File: config.mk
export PLATFORM = sky130hd
export DESIGN_NAME = branch_predictor
export DESIGN_NICKNAME = d
export VERILOG_FILES = /design/src/rtl/branch_predictor_pkg.sv /design/src/rtl/branch_predictor_btb.sv /design/src/rtl/branch_predictor.sv
export SDC_FILE = /design/constraint.sdc
export NUM_CORES = 2
export LEC_CHECK = 0
export ABC_AREA = 0
export CORE_ASPECT_RATIO = 0.5
export CORE_UTILIZATION = 59
export DETAILED_ROUTE_END_ITERATION = 10
export MAX_ROUTING_LAYER = met4
export PLACE_DENSITY = 0.76
export RECOVER_POWER = 50
export SLEW_MARGIN = 20
export SYNTH_ARGS = -nofsm -noshare
export SYNTH_HDL_FRONTEND = slang
export SYNTH_HIERARCHICAL = 1
export SYNTH_SLANG_ARGS = --single-unit
File: constraint.sdc
create_clock -name clk -period 11 [get_ports clk]
set_clock_uncertainty 0.15 [all_clocks]
set_input_delay 1.65 -clock clk [delete_from_list [all_inputs] [get_ports clk]]
set_output_delay 1.65 -clock clk [all_outputs]
set_load 0.02 [all_outputs]
File: src/rtl/branch_predictor_pkg.sv
// Shared sizes, bit ranges and counter encodings for the
// fetch-stage branch predictor (BTB + gshare PHT + BHR).
package branch_predictor_pkg;

  localparam int BTB_ENTRIES = 32;
  localparam int PHT_ENTRIES = 32;
  localparam int IDX_W       = 5;
  localparam int BHR_W       = 5;
  localparam int IDX_LO      = 2;
  localparam int IDX_HI      = 6;
  localparam int TAG_LO      = 7;
  localparam int TAG_W       = 32 - TAG_LO;

  typedef enum logic [1:0] {
    CNT_SNT = 2'b00,
    CNT_WNT = 2'b01,
    CNT_WT  = 2'b10,
    CNT_ST  = 2'b11
  } cnt_e;

  typedef struct packed {
    logic [TAG_W-1:0] tag;
    logic [31:0]      target;
    logic             is_cond;
  } btb_entry_t;

  function automatic logic [1:0] cnt_next(
    input logic [1:0] c,
    input logic       taken
  );
    logic [1:0] n;
    n = c;
    unique case (1'b1)
      taken && (c != CNT_ST):   n = c + 2'd1;
      !taken && (c != CNT_SNT): n = c - 2'd1;
      default: ;
    endcase
    return n;
  endfunction

endpackage

File: src/rtl/branch_predictor_btb.sv
// Branch target buffer: direct-mapped, combinational read,
// one synchronous write; only valid bits are reset.
module btb
  import branch_predictor_pkg::*;
(
  input  logic             clk,
  input  logic             reset,
  input  logic [IDX_W-1:0] rd_idx,
  input  logic [TAG_W-1:0] rd_tag,
  output logic             rd_hit,
  output logic [31:0]      rd_target,
  output logic             rd_is_cond,
  input  logic             wr_en,
  input  logic [IDX_W-1:0] wr_idx,
  input  btb_entry_t       wr_entry
);

  logic [BTB_ENTRIES-1:0] valid_q, valid_d;
  btb_entry_t entry_q [BTB_ENTRIES];
  btb_entry_t entry_d [BTB_ENTRIES];

  always_comb begin
    valid_d = valid_q;
    entry_d = entry_q;
    if (wr_en) begin
      valid_d[wr_idx] = 1'b1;
      entry_d[wr_idx] = wr_entry;
    end
  end

  always_ff @(posedge clk) begin
    if (reset) valid_q <= '0;
    else       valid_q <= valid_d;
  end

  always_ff @(posedge clk) begin
    entry_q <= entry_d;
  end

  always_comb begin
    rd_hit     = valid_q[rd_idx]
               && (entry_q[rd_idx].tag == rd_tag);
    rd_target  = entry_q[rd_idx].target;
    rd_is_cond = entry_q[rd_idx].is_cond;
  end

endmodule

File: src/rtl/branch_predictor.sv
// Fetch-stage predictor: BTB for targets, gshare PHT
// indexed by pc[6:2] ^ BHR for conditional direction.
module branch_predictor
  import branch_predictor_pkg::*;
(
  input  logic              clk,
  input  logic              reset,
  input  logic [31:0]       pc,
  output logic              pred_taken,
  output logic [31:0]       pred_next_pc,
  output logic [IDX_W-1:0]  pred_idx,
  input  logic              update_en,
  input  logic [31:0]       update_pc,
  input  logic [IDX_W-1:0]  update_idx,
  input  logic              update_is_branch,
  input  logic              update_taken,
  input  logic [31:0]       update_target
);

  logic [1:0]       pht_q [PHT_ENTRIES];
  logic [1:0]       pht_d [PHT_ENTRIES];
  logic [BHR_W-1:0] bhr_q, bhr_d;

  logic             hit;
  logic [31:0]      btb_target;
  logic             btb_is_cond;
  logic             btb_we;
  btb_entry_t       btb_wdata;
  logic             unused_lo;

  assign unused_lo = ^{pc[1:0], update_pc[1:0]};

  assign btb_we = update_en && update_taken && !reset;

  always_comb begin
    btb_wdata.tag     = update_pc[31:TAG_LO];
    btb_wdata.target  = update_target;
    btb_wdata.is_cond = update_is_branch;
  end

  btb u_btb (
    .clk        (clk),
    .reset      (reset),
    .rd_idx     (pc[IDX_HI:IDX_LO]),
    .rd_tag     (pc[31:TAG_LO]),
    .rd_hit     (hit),
    .rd_target  (btb_target),
    .rd_is_cond (btb_is_cond),
    .wr_en      (btb_we),
    .wr_idx     (update_pc[IDX_HI:IDX_LO]),
    .wr_entry   (btb_wdata)
  );

  always_comb begin
    pred_idx     = pc[IDX_HI:IDX_LO] ^ bhr_q;
    pred_taken   = hit
                 && (!btb_is_cond || pht_q[pred_idx][1]);
    pred_next_pc = pred_taken ? btb_target : pc + 32'd4;
  end

  // Jumps train the BTB only; history tracks branches
  always_comb begin
    pht_d = pht_q;
    bhr_d = bhr_q;
    if (update_en && update_is_branch) begin
      pht_d[update_idx] =
        cnt_next(pht_q[update_idx], update_taken);
      bhr_d = {bhr_q[BHR_W-2:0], update_taken};
    end
  end

  always_ff @(posedge clk) begin
    if (reset) begin
      for (int i = 0; i < PHT_ENTRIES; i++)
        pht_q[i] <= CNT_WNT;
      bhr_q <= '0;
    end else begin
      pht_q <= pht_d;
      bhr_q <= bhr_d;
    end
  end

endmodule

==> results.yml <==
detailed_routing:
  routed-wl-met2_um: 94400
  routedLengthMet1_um: 70900
  top_layer_used: "met4"
  dr_total_vias: 39323
  post_drt_wl_per_cell_um: 34.5
  detail_route.drc_violations: 0
  drtPass1Iterations: 6
  via_density_per_instance: 6.90
  postRouteAntennaNets: 0
  wl_um: 197000
  drt_iter0_markers: 5739
  dr_wl_met3_um: 25100
pwr:
  ir_worst_vdd_mv: 0.130
  internal-power_uw: 11600
  p_sw_frac: 0.212
  share_clk_of_total_power: 0.390
  leakage_power_uw: 0.0269
  switchingPower_uw: 3120
  power_density_mw_per_mm2: 172
  p_seq_frac: 0.557
  combinational_power_share: 0.053
setup_path:
  timing.critical_path.cells: "buf_8, buf_4, mux4_2, and3_1, a31oi_1, nand4_1, xor2_1, nor4_1, nand4_1, a2111oi_2, inv_1, a41oi_4, buf_12, mux2_4, clkdlybuf4s50_1"
  max_stage_delay_ns: 0.65
  timing_worst_setup_path_type: "input port to primary output"
  critPathLaunchType: "input port"
  timing.critical_path.from: "pc[3]"
  rrSetupSlack_ns: 8.04
  crit_fanout: 101
  critical_path.endpoint_type: "primary output"
  slowest_stage: "sky130_fd_sc_hd__buf_8"
  timing.critical_path.arrival_ns: 7.37
  worst-endpoint-required_ns: 9.20
  crit_path_frequent_cell: "sky130_fd_sc_hd__nand4_1"
  worst-r2r-cell-count: 7
  worstReg2RegStart: "pht_q[17]"
yosys:
  synth_top_cells_by_count: "1856 x sky130_fd_sc_hd__edfxtp_1, 527 x sky130_fd_sc_hd__mux4_2, 182 x sky130_fd_sc_hd__nand2_1"
  synth_area_leaders: "sky130_fd_sc_hd__edfxtp_1 73%, sky130_fd_sc_hd__mux4_2 15%, sky130_fd_sc_hd__dfxtp_1 2.6%, sky130_fd_sc_hd__mux2i_1 1.4%, sky130_fd_sc_hd__nand2_1 0.89%"
  yosys_warnings: 6
  yosys_register_bits: 1957
  synthMostInstantiatedCell: "sky130_fd_sc_hd__edfxtp_1"
  synth_top_cell_by_area: "sky130_fd_sc_hd__edfxtp_1"
  yosysSeqAreaShare: 0.753
  synthesized_instance_count: 3643
  synth-edff-count: 1856
  mappedNetlistNets: 3750
  average_cell_area_after_synthesis_um2: 21.1
  postSynth.asyncResetShare: 0
  dominantRegCellSynth: "sky130_fd_sc_hd__edfxtp_1"
  synth_area_mm2: 0.0767
  synth.distinct_cells: 69
  netlist.area_leader.share: 0.726
cts:
  postCtsSetupBuffers: 0
  total_of_hold_buffers_inserted_after_clock_tree_synthesis: 0
  numCtsBuffers: 163
  insertion_delay_ns: 0.78
  cts_resized: 0
  clkSlewWorstSetupHoldPaths_ns: 0.07
  cts_tree: "yes"
  clkSinkCount: 1957
  cts.path.max_buffers: 3
  root_buffer: "sky130_fd_sc_hd__clkbuf_16"
  ctsHtreeMaxLevel: 4
floorplanning:
  num_io_pins: 144
  dieWidth_um: 512
  die-area_mm2: 0.132
  fp.coreArea_mm2: 0.129
  die_y_um: 257
  start_util: 0.596
  num_rows: 93
layout:
  layout-drive-gt1-share: 0.236
  utilization: 0.663
  num-nets-final: 3948
  synthesis_to_finish_area_growth_pct: 11.3
global_routing:
  antenna_found_initial: 17
  global_route_wire_length_before_repair_um: 280000
  grt_start_max_net_pins: 103
  grt_overflow: 0
  grt.total_usage: 0.312
  vias_in_the_first_global_route: 38484
timing:
  grt_setup_unrepaired: "false"
  fin_setup_tns_ns: 0
  max_freq_mhz: 109
  layout_min_cycle_time_ns: 9.17
  finalCritPeriodShare: 0.834
  slew_viol_final: 168
  timing_hold_violations_final: 0
  relSlewSlack: -1.91
  report.final.setup_viol: 0
  transition_time_at_the_pin_with_the_least_slew_margin_ns: 4.37
hold_path:
  hold_depth: 2
  min_from: "pht_q[58]"
  hold_class: "flop to flop"
run:
  cap_viol_max_count: 6
outcome:
  outcome: "finished, violations left"
  violations: "max-capacitance violations, max-slew violations"
placed_design:
  buffer_ports.inserted: 141
  routabilityCongestion: 0.818
  place.detailed.hpwl_um: 102000
==> critical path, delay by kind of cell <==
kind	cells	cell delay, ns
buf+inv	5	2.31
mux	2	0.75
simple gates	4	1.36
xor+xnor	1	0.19
compound gates	3	0.88
==> layer usage <==
metal / global-route usage / vias up
met5: - / -
met4: 0.101 / 0
met3: 0.0656 / 393
met2: 0.478 / 2813
met1: 0.425 / 20606
li1: - / 15511
==> logic make-up after synthesis <==
| kind of cell | Yosys count | synth area share |
|---|---|---|
| flip-flops | 1957 | 0.753 |
| multiplexers | 677 | 0.177 |
| AND/OR/NAND/NOR | 508 | 0.0293 |
| AO/OA/AOI/OAI | 230 | 0.0195 |
| buffers and inverters | 210 | 0.0143 |
| XOR/XNOR | 59 | 0.00693 |
| adder cells (fa/ha/maj) | 2 | 0.000294 |
==> layout by cell type (no fill, tap or decap), types with 6 or more instances in the layout <==
master	n
sky130_fd_sc_hd__and3_1	11
sky130_fd_sc_hd__and2_1	8
sky130_fd_sc_hd__diode_2	10
sky130_fd_sc_hd__mux2_4	28
sky130_fd_sc_hd__nor3_1	40
sky130_fd_sc_hd__nand3_1	28
sky130_fd_sc_hd__nand3b_1	6
sky130_fd_sc_hd__clkinv_2	38
sky130_fd_sc_hd__dfxtp_1	101
sky130_fd_sc_hd__inv_1	9
sky130_fd_sc_hd__a22oi_1	33
sky130_fd_sc_hd__a221oi_1	22
sky130_fd_sc_hd__dlygate4sd3_1	57
sky130_fd_sc_hd__nor2_4	20
sky130_fd_sc_hd__mux2_2	12
sky130_fd_sc_hd__nor2_1	152
sky130_fd_sc_hd__o21ai_1	8
sky130_fd_sc_hd__nor2b_1	16
sky130_fd_sc_hd__bufinv_16	10
sky130_fd_sc_hd__clkinv_1	37
sky130_fd_sc_hd__o21ai_0	44
sky130_fd_sc_hd__clkbuf_1	31
sky130_fd_sc_hd__nand2b_1	7
sky130_fd_sc_hd__xor2_1	22
sky130_fd_sc_hd__nand2_1	182
sky130_fd_sc_hd__a21oi_1	75
sky130_fd_sc_hd__o22ai_1	7
sky130_fd_sc_hd__clkbuf_16	170
sky130_fd_sc_hd__mux4_2	527
sky130_fd_sc_hd__edfxtp_1	1856
sky130_fd_sc_hd__buf_4	80
sky130_fd_sc_hd__mux2i_1	107
sky130_fd_sc_hd__clkdlybuf4s50_1	77
sky130_fd_sc_hd__nand4_1	16
sky130_fd_sc_hd__xnor2_1	35
==> per-stage QoR <==
step                instance area, µm²  worst slack (ns)  total power [µW]  hold WS [ns]  std cells
global route                     85400              1.57             15100         0.347       5690
finish                           85400              1.83             14700         0.315       5695
global placement                 80200              1.91              9110         0.294       5383
floorplan                        76700              4.02              8810         0.283       3643
CTS                              85500              1.86             14800         0.324       5685
detailed placement               80300              1.88              9130         0.308       5386
==> final cells by class <==
type                       instances  area [µm²]
antenna                           10        25.0
tap                             1710        2140
fill                            7832       43400
clock buffer                     203        4420
clock inverter                    96         781
timing repair buffer             230        2200
multi-input combinational       1476       18100
inverter                          13        55.1
sequential                      1957       57800
==> flip-flops by register name, summed over array words and instances, names as in the netlist <==
name / count
u_btb/entry_q: 1856
pht_q: 64
u_btb/valid_q: 32
bhr_q: 5
==> power groups by stage <==
| stage | registers [µW] | clock network, µW | logic, µW |
|---|---|---|---|
| global route | 8180 | 6050 | 823 |
| finish | 8180 | 5730 | 786 |
| floorplan | 8340 | 0 | 465 |
| CTS | 8180 | 5780 | 787 |
| global placement | 8340 | 0 | 762 |
| detailed placement | 8350 | 0 | 779 |
==> worst paths after layout <==
kind	endpoint
max	pred_next_pc[7]
max reg2reg	pht_q[26]
min	pht_q[58]
min reg2reg	pht_q[58]
(Power assumes the default switching activity.)
